[src/rtl/mem_responder_pkg.sv]
// Shared definitions for the memory-side blocks: port-select codes, the
// default backing-RAM base address, the read-tracking payload and a helper
// that maps a select code to its request-vector bit.
package mem_responder_pkg;

    localparam int unsigned XLEN   = 32;
    localparam int unsigned STRB_W = XLEN / 8;
    localparam int unsigned NREQ   = 3;

    // Bit positions inside the request / pend / done vectors.
    localparam int unsigned REQ_W = 2;
    localparam int unsigned REQ_D = 1;
    localparam int unsigned REQ_I = 0;

    localparam logic [XLEN-1:0] DEFAULT_BASE_ADDR = 32'h2000_0000;

    typedef enum logic [1:0] {
        SEL_NONE = 2'd0,
        SEL_W    = 2'd1,
        SEL_D    = 2'd2,
        SEL_I    = 2'd3
    } sel_e;

    // In-flight read: returns one cycle after issue.
    typedef struct packed {
        logic            valid;
        logic            oor;
        logic [XLEN-1:0] addr;
    } rd_track_t;

    // One-hot request bit belonging to a select code (0 for SEL_NONE).
    function automatic logic [NREQ-1:0] sel_bit(input sel_e sel);
        logic [NREQ-1:0] b;
        b = '0;
        case (sel)
            SEL_W:   b[REQ_W] = 1'b1;
            SEL_D:   b[REQ_D] = 1'b1;
            SEL_I:   b[REQ_I] = 1'b1;
            default: b = '0;
        endcase
        return b;
    endfunction

endpackage

[src/rtl/mem_responder_arb.sv]
// mem_arb: combinational fixed-priority selector (W > D > I).
// Ports:
//   pend       - pending request vector {W, D, I}
//   sel        - select code of the request issued this cycle
//   mem_wait_c - more than one request pending, so work remains after this cycle
module mem_arb
    import mem_responder_pkg::*;
(
    input  logic [NREQ-1:0] pend,
    output sel_e            sel,
    output logic            mem_wait_c
);

    always_comb begin
        sel = SEL_NONE;
        if (pend[REQ_W]) begin
            sel = SEL_W;
        end else if (pend[REQ_D]) begin
            sel = SEL_D;
        end else if (pend[REQ_I]) begin
            sel = SEL_I;
        end
        // Clearing the lowest set bit leaves something only if >1 bit was set.
        mem_wait_c = (pend & (pend - NREQ'(1))) != '0;
    end

endmodule

[src/rtl/mem_responder.sv]
// mem_responder: serialises the core's instruction-read, data-read and
// data-write requests onto a single-port backing RAM, one access per cycle.
// Ports:
//   CLK, RST                - clock, async active-low reset
//   INST_RDEN/RIADDR        - instruction read request
//   INST_RVALID/RDATA/ROADDR- instruction read response (1 cycle after issue)
//   DATA_RDEN/RIADDR        - data read request
//   DATA_RVALID/RDATA/ROADDR- data read response (1 cycle after issue)
//   DATA_WREN/WSTRB/WADDR/WDATA - data write request
//   MEM_WAIT                - core must freeze; requests remain after this cycle
//   RAM_EN/WE/ADDR/WDATA    - backing-RAM access
//   RAM_RDATA               - backing-RAM read data, one cycle after a read
module mem_responder
    import mem_responder_pkg::*;
#(
    parameter logic [31:0] BASE_ADDR  = DEFAULT_BASE_ADDR,
    parameter int unsigned DEPTH_LOG2 = 14
) (
    input  logic                  CLK,
    input  logic                  RST,
    input  logic                  INST_RDEN,
    input  logic [XLEN-1:0]       INST_RIADDR,
    output logic [XLEN-1:0]       INST_ROADDR,
    output logic                  INST_RVALID,
    output logic [XLEN-1:0]       INST_RDATA,
    input  logic                  DATA_RDEN,
    input  logic [XLEN-1:0]       DATA_RIADDR,
    output logic [XLEN-1:0]       DATA_ROADDR,
    output logic                  DATA_RVALID,
    output logic [XLEN-1:0]       DATA_RDATA,
    input  logic                  DATA_WREN,
    input  logic [STRB_W-1:0]     DATA_WSTRB,
    input  logic [XLEN-1:0]       DATA_WADDR,
    input  logic [XLEN-1:0]       DATA_WDATA,
    output logic                  MEM_WAIT,
    output logic                  RAM_EN,
    output logic [STRB_W-1:0]     RAM_WE,
    output logic [DEPTH_LOG2-1:0] RAM_ADDR,
    output logic [XLEN-1:0]       RAM_WDATA,
    input  logic [XLEN-1:0]       RAM_RDATA
);

    // 33-bit window bounds so the top of the address space cannot wrap.
    localparam logic [XLEN:0] ADDR_LO = {1'b0, BASE_ADDR};
    localparam logic [XLEN:0] ADDR_HI = ADDR_LO + ((XLEN+1)'(1) << (DEPTH_LOG2 + 2));

    logic [NREQ-1:0] req;
    logic [NREQ-1:0] pend;
    logic [NREQ-1:0] done;
    sel_e            sel;
    logic [XLEN-1:0] issue_addr;
    logic [XLEN:0]   issue_addr_ext;
    logic            issue_ok;
    rd_track_t       inst_trk;
    rd_track_t       data_trk;
    logic [XLEN-1:0] inst_hold;
    logic [XLEN-1:0] data_hold;

    assign req[REQ_W] = DATA_WREN;
    assign req[REQ_D] = DATA_RDEN;
    assign req[REQ_I] = INST_RDEN;
    assign pend       = req & ~done;

    mem_arb u_arb (
        .pend       (pend),
        .sel        (sel),
        .mem_wait_c (MEM_WAIT)
    );

    // Issue: address mux, range check, RAM drive (forced idle during reset).
    always_comb begin
        issue_addr = '0;
        case (sel)
            SEL_W:   issue_addr = DATA_WADDR;
            SEL_D:   issue_addr = DATA_RIADDR;
            SEL_I:   issue_addr = INST_RIADDR;
            default: issue_addr = '0;
        endcase
        issue_addr_ext = {1'b0, issue_addr};
        issue_ok = (sel != SEL_NONE) && (issue_addr_ext >= ADDR_LO) &&
                   (issue_addr_ext < ADDR_HI);
        RAM_EN   = RST && issue_ok;
        RAM_WE   = (RST && issue_ok && (sel == SEL_W)) ? DATA_WSTRB : '0;
        RAM_ADDR = issue_ok ? DEPTH_LOG2'((issue_addr - BASE_ADDR) >> 2) : '0;
    end

    assign RAM_WDATA = DATA_WDATA;

    // Responses appear the cycle after issue, straight from RAM_RDATA;
    // the hold registers keep the last returned word between pulses.
    assign INST_RVALID = inst_trk.valid;
    assign INST_ROADDR = inst_trk.addr;
    assign INST_RDATA  = inst_trk.valid ? (inst_trk.oor ? '0 : RAM_RDATA) : inst_hold;
    assign DATA_RVALID = data_trk.valid;
    assign DATA_ROADDR = data_trk.addr;
    assign DATA_RDATA  = data_trk.valid ? (data_trk.oor ? '0 : RAM_RDATA) : data_hold;

    // done tracking and read-return registers.
    always_ff @(posedge CLK or negedge RST) begin
        if (!RST) begin
            done      <= '0;
            inst_trk  <= '0;
            data_trk  <= '0;
            inst_hold <= '0;
            data_hold <= '0;
        end else begin
            done <= MEM_WAIT ? (done | sel_bit(sel)) : '0;

            inst_trk.valid <= (sel == SEL_I);
            data_trk.valid <= (sel == SEL_D);
            if (sel == SEL_I) begin
                inst_trk.oor  <= !issue_ok;
                inst_trk.addr <= INST_RIADDR;
            end
            if (sel == SEL_D) begin
                data_trk.oor  <= !issue_ok;
                data_trk.addr <= DATA_RIADDR;
            end
            if (inst_trk.valid) begin
                inst_hold <= INST_RDATA;
            end
            if (data_trk.valid) begin
                data_hold <= DATA_RDATA;
            end
        end
    end

endmodule

[config.mk]
export PLATFORM = sky130hd
export DESIGN_NAME = mem_responder
export DESIGN_NICKNAME = d
export VERILOG_FILES = /design/src/rtl/mem_responder_pkg.sv /design/src/rtl/mem_responder_arb.sv /design/src/rtl/mem_responder.sv
export SDC_FILE = /design/constraint.sdc
export NUM_CORES = 1
export LEC_CHECK = 0
export ABC_CLOCK_PERIOD_IN_PS = 6200
export CAP_MARGIN = 15
export CORE_ASPECT_RATIO = 0.75
export CORE_MARGIN = 10
export CORE_UTILIZATION = 40
export DETAILED_ROUTE_END_ITERATION = 8
export MAX_ROUTING_LAYER = met4
export PLACE_DENSITY = 0.8
export SLEW_MARGIN = 20
export SYNTH_ARGS = -nofsm -noshare
export SYNTH_HDL_FRONTEND = slang
export SYNTH_HIERARCHICAL = 1
export SYNTH_SLANG_ARGS = --single-unit
[constraint.sdc]
create_clock -name CLK -period 6.2 [get_ports CLK]
set_input_delay 1.24 -clock CLK [delete_from_list [all_inputs] [get_ports CLK]]
set_output_delay 1.24 -clock CLK [all_outputs]
set_load 0.02 [all_outputs]
* Yosys cells after proc, flatten, opt, wreduce, memory -nomap -nowiden
Cells that the tools add are included.
** Operators by class
- Muxes and demuxes :: 14
- Add/subtract/negate cells :: 2
- Magnitude comparators :: 2
- Bitwise logic cells :: 4
- Reductions and logical operators :: 7
- Equality and inequality tests :: 3
** Operator list (count)
- 32-bit 2-to-1 mux :: 4
- 32-bit case mux with 3 select lines :: 1
- 32-bit by 30-bit greater-or-equal comparator with 1-bit output, second input constant :: 1
- 32-bit by 30-bit less-than comparator with 1-bit output, second input constant :: 1
- 16-bit by 1-bit subtractor with 16-bit output, second input constant :: 1
- 14-bit 2-to-1 mux :: 1
- 3-bit bitwise AND :: 2
- 2-bit 2-to-1 mux :: 3
- 2-bit equality test, second input constant :: 2
- 1-bit logical AND :: 4
- 4-bit 2-to-1 mux :: 1
- 1-bit 2-to-1 mux :: 3
- 3-bit 2-to-1 mux :: 1
- 3-bit inverter :: 1
- 3-bit bitwise OR :: 1
- 3-bit nonzero test :: 1
- 3-bit by 1-bit subtractor with 3-bit output, second input constant :: 1
- 2-bit by 1-bit equality test with 1-bit output, second input constant :: 1
- 2-bit nonzero test :: 1
- 1-bit logical NOT :: 1
** Storage, ports and cells
- Output and inout port bits :: 182
- Register bits after elaboration :: 135
- Input bits :: 169

* Depth between registers and ports, before layout
Gate-level depths: netlist of run 1.
- Word-level depth :: 13
- Mapped depth :: 11

* By module
Netlist of run 1, hierarchy kept.
** Modules (own cells, without submodules)
- mem_responder :: area an instance 7058.0 um^2, instances 1, cells each 770
- mem_arb :: area an instance 31.3 um^2, instances 1, cells each 5

* Least setup slack after synthesis of run 1
Ideal clock, no wire load.
- Path type :: input port to output port
- Start point :: in DATA_RDEN
- End point :: out RAM_ADDR[0]
- Data arrival time :: 3155 ps
- Slack :: 1805 ps
- Cell stages on the path :: 8
- Required time :: 4960 ps
- Cells stage by stage :: nor2b_1 -> inv_1 -> a21o_2 -> buf_6 -> nor4_1 -> a221oi_2 -> nand2b_2 -> nor4_1
** On the way
- Longest elaborated chain between the ends :: 9
- Elaborated cells between the ends (all ways) :: 14
- Those cells by class :: add/sub: 1; order compare: 2; eq/ne: 3; mux: 4; bitwise: 1; reduce/logical: 3
** Ends and longest elaborated chain
- start, declared :: RTL line mem_responder.sv:26 : input logic DATA_RDEN,
- 3-bit bitwise AND (*) :: RTL line mem_responder.sv:62 : assign pend = req & ~done;
- 2-bit 2-to-1 mux (*) :: RTL line mem_responder_arb.sv:18 : end else if (pend[REQ_D]) begin
- 2-bit 2-to-1 mux (*) :: RTL line mem_responder_arb.sv:16 : if (pend[REQ_W]) begin
- via sel[0] :: RTL line mem_responder.sv:50 : sel_e sel;
- 2-bit equality test / 2-bit by 1-bit equality test with 1-bit output (equally long branches) :: RTL line mem_responder.sv:73 : case (sel)
- 32-bit case mux with 3 select lines :: RTL line mem_responder.sv:73
- 32-bit by 30-bit greater-or-equal comparator with 1-bit output :: RTL line mem_responder.sv:80 : issue_ok = (sel != SEL_NONE) && (issue_addr_ext >= ADDR_LO) &&
- 1-bit logical AND (2 in a row) :: RTL line mem_responder.sv:80
- 14-bit 2-to-1 mux (*) :: RTL line mem_responder.sv:84 : RAM_ADDR = issue_ok ? DEPTH_LOG2'((issue_addr - BASE_ADDR) >> 2) : '0;
- end, declared :: RTL line mem_responder.sv:38 : output logic [DEPTH_LOG2-1:0] RAM_ADDR,
The timed path passes the listed nets; every way through them passes the cells marked *.

* Worst setup path after layout of run 1
- Start point :: in DATA_WREN
- End point :: out RAM_ADDR[13]
** On the way
- Longest elaborated chain between the ends :: 8
- Elaborated cells between the ends (all ways) :: 13
- Those cells by class :: add/sub: 1; order compare: 2; eq/ne: 3; mux: 3; bitwise: 1; reduce/logical: 3
** Ends and longest elaborated chain
- start, declared :: RTL line mem_responder.sv:31 : input logic DATA_WREN,
- 3-bit bitwise AND (*) :: RTL line mem_responder.sv:62
- via pend[2] :: RTL line mem_responder.sv:48 : logic [NREQ-1:0] pend;
- 2-bit 2-to-1 mux (*) :: RTL line mem_responder_arb.sv:16
- via sel[0] :: RTL line mem_responder.sv:50
- 2-bit equality test / 2-bit by 1-bit equality test with 1-bit output (equally long branches) :: RTL line mem_responder.sv:73
- 32-bit case mux with 3 select lines :: RTL line mem_responder.sv:73
- 32-bit by 30-bit greater-or-equal comparator with 1-bit output :: RTL line mem_responder.sv:80
- 1-bit logical AND (2 in a row) :: RTL line mem_responder.sv:80
- 14-bit 2-to-1 mux (*) :: RTL line mem_responder.sv:84
Marks and branches as above.

==> run summary, run 1 <==
synth unique cells - 42
die area - 23,500 sq um
Worst-Margin Slew - 1.028 ns
cts hold-fix bufs - 0
post_cts resized - 0
metal3 WL - 2217 um
r2r worst-path depth - 7
critical hold path startpoint - DATA_ROADDR[20]$_DFFE_PN0N_
H-Tree Depth - 4
Post-Route WL - 22,780 um
first-pass GRT wire length - 34,980 um
relative slew slack - 0.3145
Post-Syn Nets - 944
Synth Flop Type - dfrtp_1
DR top layer - met4
Peak VDD IR - 0.2324 mV
R2R Setup Slk - 3.88 ns
met2 WL - 10,700 um
TritonCTS clock tree - built
Clock Latency Late Sink - 0.42 ns
post-route cell area - 10,050 sq um
final core occ - 0.5743
CTS root buf - clkbuf_16
# IOs - 351
Fin. Hold Viols - 0
die width - 173.7 um
number of CTS-inserted buffers - 17
synthesized area - 7089 sq um
post-CTS setup buffer count - 0
Final min period - 5.788 ns
largest net degree at the start of global routing - 67
clock skew - 0.008775 ns
period utilisation layout - 0.9336
setup TNS - 0 ns
Detailed Route Iter0 Violations - 458
vias in the first global route - 6,185
CP required - 4.96 ns
DRT met1 WL - 9500 um
Clock Path Buffers - 2
startpoint class of the critical path - input pin
Slew Viols, Final - 0
clock transition at the registers of the reported paths - 0.05 ns
Synth area leader - dfrtp_1
initial antenna violation count - 0
PD cells - 348.4 nW/um^2
Crit Path Max Fanout - 16
proportion of layout cells with a drive suffix above 1 - 0.1080
CP endpoint kind - primary output
GRT overflow - 0
Hold Path Sink - DATA_ROADDR[20]$_DFFE_PN0N_
Post-synth EDFFs - 0
# nets final - 1,119
Cells after Synth - 775
final hold slack - 0.4687 ns
CTS Sinks - 135
std cell rows - 42
vias post-DR - 5,930
Reg-to-Reg Start - done[1]$_DFF_PN0_
Crit Path Class - in2out
hold path cells - 2
CP startpoint - DATA_WREN
Avg Vias per Cell - 4.921
area grow syn2layout - 41.76%
Post-synth ARST share - 1.000
RD Place Congestion - 0.8582
Crit Reg-Reg Endpoint - INST_ROADDR[21]$_DFFE_PN0N_
Pwr Total - 3502 uW
Remaining DRCs - 0
Area contributors post-synth - dfrtp_1 (48%), buf_4 (10%), o21ai_0 (8.9%)
DP HPWL - 17,210 um
Yosys reg bits - 135
Total GRT Usage - 0.1944
Core Box Area - 17,500 sq um
Syn. warnings - 6
routed len/inst - 18.90 um
Arrival @ worst endpoint - 4.55 ns
share of the synthesized area in the top cell type - 0.4765
ANT nets after route - 0
Seq/Total Area, Yosys - 0.4765
Max-cap violations - 0
I/O Buffers - 284
diodes inserted - 0
Starting Density - 0.4051
min-delay worst type - reg2reg
outcome - complete, no violations
First-pass DRT Iterations - 5
placed inst area - 9399 sq um
FMAX - 172.8 MHz
RSZ-0062 raised after global routing - no
Setup-failing EPs final - 0
Static Leak - 0.004205 uW
syn_area_per_cell - 9.147 sq um
Die H - 135.3 um
-- layout by cell type (no fill, tap or decap), types with 3 or more instances in the layout --
master / count
nor4_2: 10
o21ai_0: 126
nand2_1: 130
mux2_2: 32
inv_1: 70
clkinvlp_4: 3
nand3b_1: 32
clkbuf_16: 17
inv_6: 3
nor2b_1: 5
clkdlybuf4s50_1: 281
buf_4: 11
o21a_1: 3
bufinv_16: 5
a21oi_1: 14
nor4_1: 8
dfrtp_1: 133
inv_2: 4
nor2_1: 21
mux2i_1: 14
nor3_1: 6
-- sequential cells by signal, indices dropped and copies added (netlist names) --
signal / flops
DATA_ROADDR: 32
INST_ROADDR: 32
data_hold: 32
inst_hold: 32
done: 3
DATA_RVALID: 1
INST_RVALID: 1
data_trk: 1
inst_trk: 1
-- worst max-delay path, cell delays in order --
cell,delay [ns]
clkdlybuf4s50_1,0.54
nor2b_1,0.26
a21o_2,0.37
buf_4,0.33
nand2_2,0.09
inv_2,0.12
a221oi_2,0.08
nand2b_2,0.41
nor4_1,0.36
clkdlybuf4s50_1,0.72
-- routing by layer --
| layer | up-vias | GRT usage |
|---|---|---|
| met2 | 279 | 0.3109 |
| met3 | 22 | 0.07994 |
| met1 | 2821 | 0.2219 |
| li1 | 2808 | - |
| met5 | - | - |
| met4 | 0 | 0.05495 |
-- cells in the mapped netlist, types with 3 or more instances --
library cell and instances:
mux2_2 32, nor2b_1 6, o21ai_0 126, inv_2 4, clkbuf_1 29, buf_2 3, nor4_2 10, a21oi_1 14
o21a_1 3, nand2_1 130, inv_1 70, buf_4 97, nor3_1 6, mux2i_1 14, dfrtp_1 135, nor2_1 21
buf_6 3, buf_1 5, nand3b_1 32, nor4_1 8
-- kinds of logic after synthesis --
| group | after synthesis | share of synthesized area |
|---|---|---|
| simple gates | 225 | 0.1643 |
| buf+inv | 211 | 0.1668 |
| compound gates | 157 | 0.1202 |
| flops | 135 | 0.4765 |
| mux | 46 | 0.07060 |
| fa+ha+maj | 1 | 0.001588 |
-- how the worst max path moves through the flow --
stage	endpoint	slack [ns]	cells after the start
finish	RAM_ADDR[13]	0.41	10
global route	RAM_ADDR[13]	0.31	10
CTS	RAM_ADDR[13]	0.45	10
detailed placement	RAM_ADDR[13]	0.45	10
global placement	RAM_ADDR[13]	0.53	10
floorplan	RAM_ADDR[0]	1.80	8
-- report_power, final --
part / switching [uW] / total (uW) / internal, uW / leakage (uW)
Sequential: 115 / 1190 / 1070 / 0.00175
Clock: 410 / 1130 / 718 / 0.000308
Combinational: 628 / 1190 / 558 / 0.00215
Total: 1150 / 3500 / 2350 / 0.00421
-- layout make-up --
cell class / instances / area, sq um
Fill cell: 1519 / 7450
Clock buffer: 18 / 429.2
Timing Repair Buffer: 293 / 2907
Inverter: 74 / 277.8
Multi-Input combinational cell: 429 / 2531
Clock inverter: 14 / 221.5
Tap cell: 242 / 302.8
Sequential cell: 135 / 3381
-- metrics by stage --
step                      instances  worst slack [ns]
after floorplan                 775             1.805
after global placement         1173            0.5287
after detailed placement       1173            0.4514
after CTS                      1205            0.4517
after global routing           1205            0.3135
final                          1205            0.4120
Note: power is estimated with default switching activity, not from simulation.
==> run 2: changes to the inputs <==
--- a/config.mk
+++ b/config.mk
@@ -9,10 +9,10 @@
 export CAP_MARGIN = 15
 export CORE_ASPECT_RATIO = 0.75
 export CORE_MARGIN = 10
-export CORE_UTILIZATION = 40
+export CORE_UTILIZATION = 35
 export DETAILED_ROUTE_END_ITERATION = 8
 export MAX_ROUTING_LAYER = met4
-export PLACE_DENSITY = 0.8
+export PLACE_DENSITY = 0.71
 export SLEW_MARGIN = 20
 export SYNTH_ARGS = -nofsm -noshare
 export SYNTH_HDL_FRONTEND = slang
==> run 2 against run 1 <==
  * Clock skew down 0.0019 ns
  * Worst hold slack better by 0.0030 ns
  * Combinational power about the same
  * Die area up 12%
  * Global-route usage down 1.5 points
  * Sequential cell count unchanged
  * Wire length up 2.1%
  * Sequential share of layout area down 0.055 points
  * Via count down 1.9%
  * Power down 0.15%
  * Non-clock buffer count down 1
  * Cell count up 0.83%
==> run summary, run 2 (same netlist as run 1, synthesis figures left out) <==
initial antenna violation count - 0 (unchanged)
vias post-DR - 5,815 (-1.9%)
die width - 184.3 um (+6.1%)
std cell rows - 44 (+4.8%)
diodes inserted - 0 (unchanged)
Worst-Margin Slew - 1.056 ns (+0.02819 ns)
# nets final - 1,118 (-0.089%)
CP required - 4.96 ns (about the same)
Remaining DRCs - 0 (unchanged)
Starting Density - 0.3617 (-0.04340)
min-delay worst type - reg2reg
Reg-to-Reg Start - done[1]$_DFF_PN0_
FMAX - 176.3 MHz (+2.0%)
Pint - 2357 uW (+0.35%)
post_cts resized - 0 (unchanged)
routed len/inst - 19.14 um (+1.3%)
Post-Route WL - 23,250 um (+2.1%)
PD cells - 347.2 nW/um^2 (-0.35%)
Slew Viols, Final - 0 (unchanged)
ANT nets after route - 0 (unchanged)
Clock Path Buffers - 2 (unchanged)
# IOs - 351 (unchanged)
PnR worst setup slack - 0.5279 ns (+0.1159 ns)
most frequent cells in the layout - clkdlybuf4s50_1 (283), dfrtp_1 (132), nand2_1 (130)
hold path cells - 2 (unchanged)
startpoint class of the critical path - input pin
final core occ - 0.5138 (-0.06050)
H-Tree Depth - 4 (unchanged)
P_sw - 1139 uW (-1.2%)
post-CTS setup buffer count - 0 (unchanged)
proportion of layout cells with a drive suffix above 1 - 0.1071 (-0.0009272)
outcome - complete, no violations
Pwr Total - 3497 uW (-0.15%)
most common cell after layout, fill and taps aside - clkdlybuf4s50_1
vias in the first global route - 6,081 (-1.7%)
Flop pwr share - 0.340 (about the same)
Max-cap violations - 0 (unchanged)
period utilisation layout - 0.9149 (-0.01869)
area grow syn2layout - 42.04%
Setup-failing EPs final - 0 (unchanged)
TritonCTS clock tree - built
CP startpoint - DATA_RDEN
setup TNS - 0 ns (unchanged)
clock skew - 0.006830 ns (-0.001946 ns)
dpl ws - 0.5610 ns (+0.1096 ns)
placed inst area - 9410 sq um (+0.12%)
post-route cell area - 10,070 sq um (+0.20%)
DP HPWL - 17,620 um (+2.4%)
Final min period - 5.672 ns (-0.1159 ns)
clock transition at the registers of the reported paths - 0.05 ns (about the same)
RD Place Congestion - 0.8089 (-5.7%)
CP endpoint kind - primary output
clock power share - 0.322 (about the same)
cts hold-fix bufs - 0 (unchanged)
R2R Setup Slk - 3.79 ns (-0.09 ns)
Arrival @ worst endpoint - 4.43 ns (-0.12 ns)
GRT overflow - 0 (unchanged)
largest net degree at the start of global routing - 86 (+28%)
die area - 26,410 sq um (+12%)
number of CTS-inserted buffers - 17 (unchanged)
First-pass DRT Iterations - 5 (unchanged)
Die H - 143.3 um (+5.9%)
Comb pwr share - 0.337 (-0.002)
CTS root buf - clkbuf_16
Crit Path Class - in2out
Avg Vias per Cell - 4.786 (-2.7%)
Core Box Area - 19,600 sq um (+12%)
Total GRT Usage - 0.1799 (-0.01451)
RSZ-0062 raised after global routing - no
r2r worst-path depth - 8 (+1)
Clock Latency Late Sink - 0.41 ns (about the same)
Fin. Hold Viols - 0 (unchanged)
relative slew slack - 0.2957 (-0.01879)
Hold Path Sink - DATA_ROADDR[4]$_DFFE_PN0N_
Crit Reg-Reg Endpoint - data_trk[32]$_DFFE_PN0N_
Detailed Route Iter0 Violations - 402 (-12%)
Static Leak - 0.004205 uW (about the same)
first-pass GRT wire length - 35,520 um (+1.5%)
Peak VDD IR - 0.1993 mV (-14%)
critical hold path startpoint - DATA_ROADDR[4]$_DFFE_PN0N_
I/O Buffers - 284 (unchanged)
CTS Sinks - 135 (unchanged)
Crit Path Max Fanout - 16 (unchanged)
Sw Ratio - 0.3258 (-0.003338)
[run 2: cell types whose count changed in the layout (fill, tap and decap cells not counted), sizes merged]
cell and change:
clkinv +1, clkdlybuf4s50 +2, buf -3, clkinvlp -1
[run 2: worst max-delay path, stage by stage]
cell and delay (ns):
clkdlybuf4s50_1 0.45, nor2b_1 0.23, inv_1 0.07, a21o_2 0.35, nor4_1 0.49, a221oi_2 0.09, nand2b_2 0.41, nor4_2 0.42
clkdlybuf4s50_1 0.67
[run 2: cell type report]
| type | count | area [sq um] |
|---|---|---|
| repair buffers | 292 | 2904 |
| clock inverters | 14 | 219.0 |
| inverters | 74 | 277.8 |
| clock buffers | 18 | 439.2 |
| flip-flops and latches | 135 | 3382 |
| well taps | 253 | 316.6 |
| multi-input cells | 429 | 2531 |
| fillers | 1813 | 9529 |
[run 2: routing by layer]
layer	track usage	part of all wire	up-vias
met5	-	0	-
met4	0.04301	0.012	0
met3	0.08568	0.10	15
met2	0.2761	0.46	230
met1	0.2087	0.42	2765
li1	-	-	2805
[run 2: power groups by stage]
stage                     Combinational, uW  Sequential, uW  Clock (uW)
final                                  1180            1190        1130
after floorplan                         904            1160           0
after global routing                   1270            1220        1200
after global placement                 1190            1190           0
after detailed placement               1190            1210           0
after CTS                              1200            1190        1160
[run 2: worst max-delay path by stage]
stage	to	slack [ns]
2_1_floorplan	RAM_ADDR[0]	1.80
3_3_place_gp	RAM_ADDR[13]	0.65
3_5_place_dp	RAM_ADDR[11]	0.56
4_1_cts	RAM_ADDR[11]	0.55
5_1_grt	RAM_ADDR[13]	0.30
6_report	RAM_ADDR[11]	0.53
[run 2: stage by stage]
step	std cells	hold WS [ns]
finish	1215	0.4717
global route	1215	0.4940
CTS	1215	0.4765
detailed placement	1183	0.4615
global placement	1183	0.4573
floorplan	775	0.4469
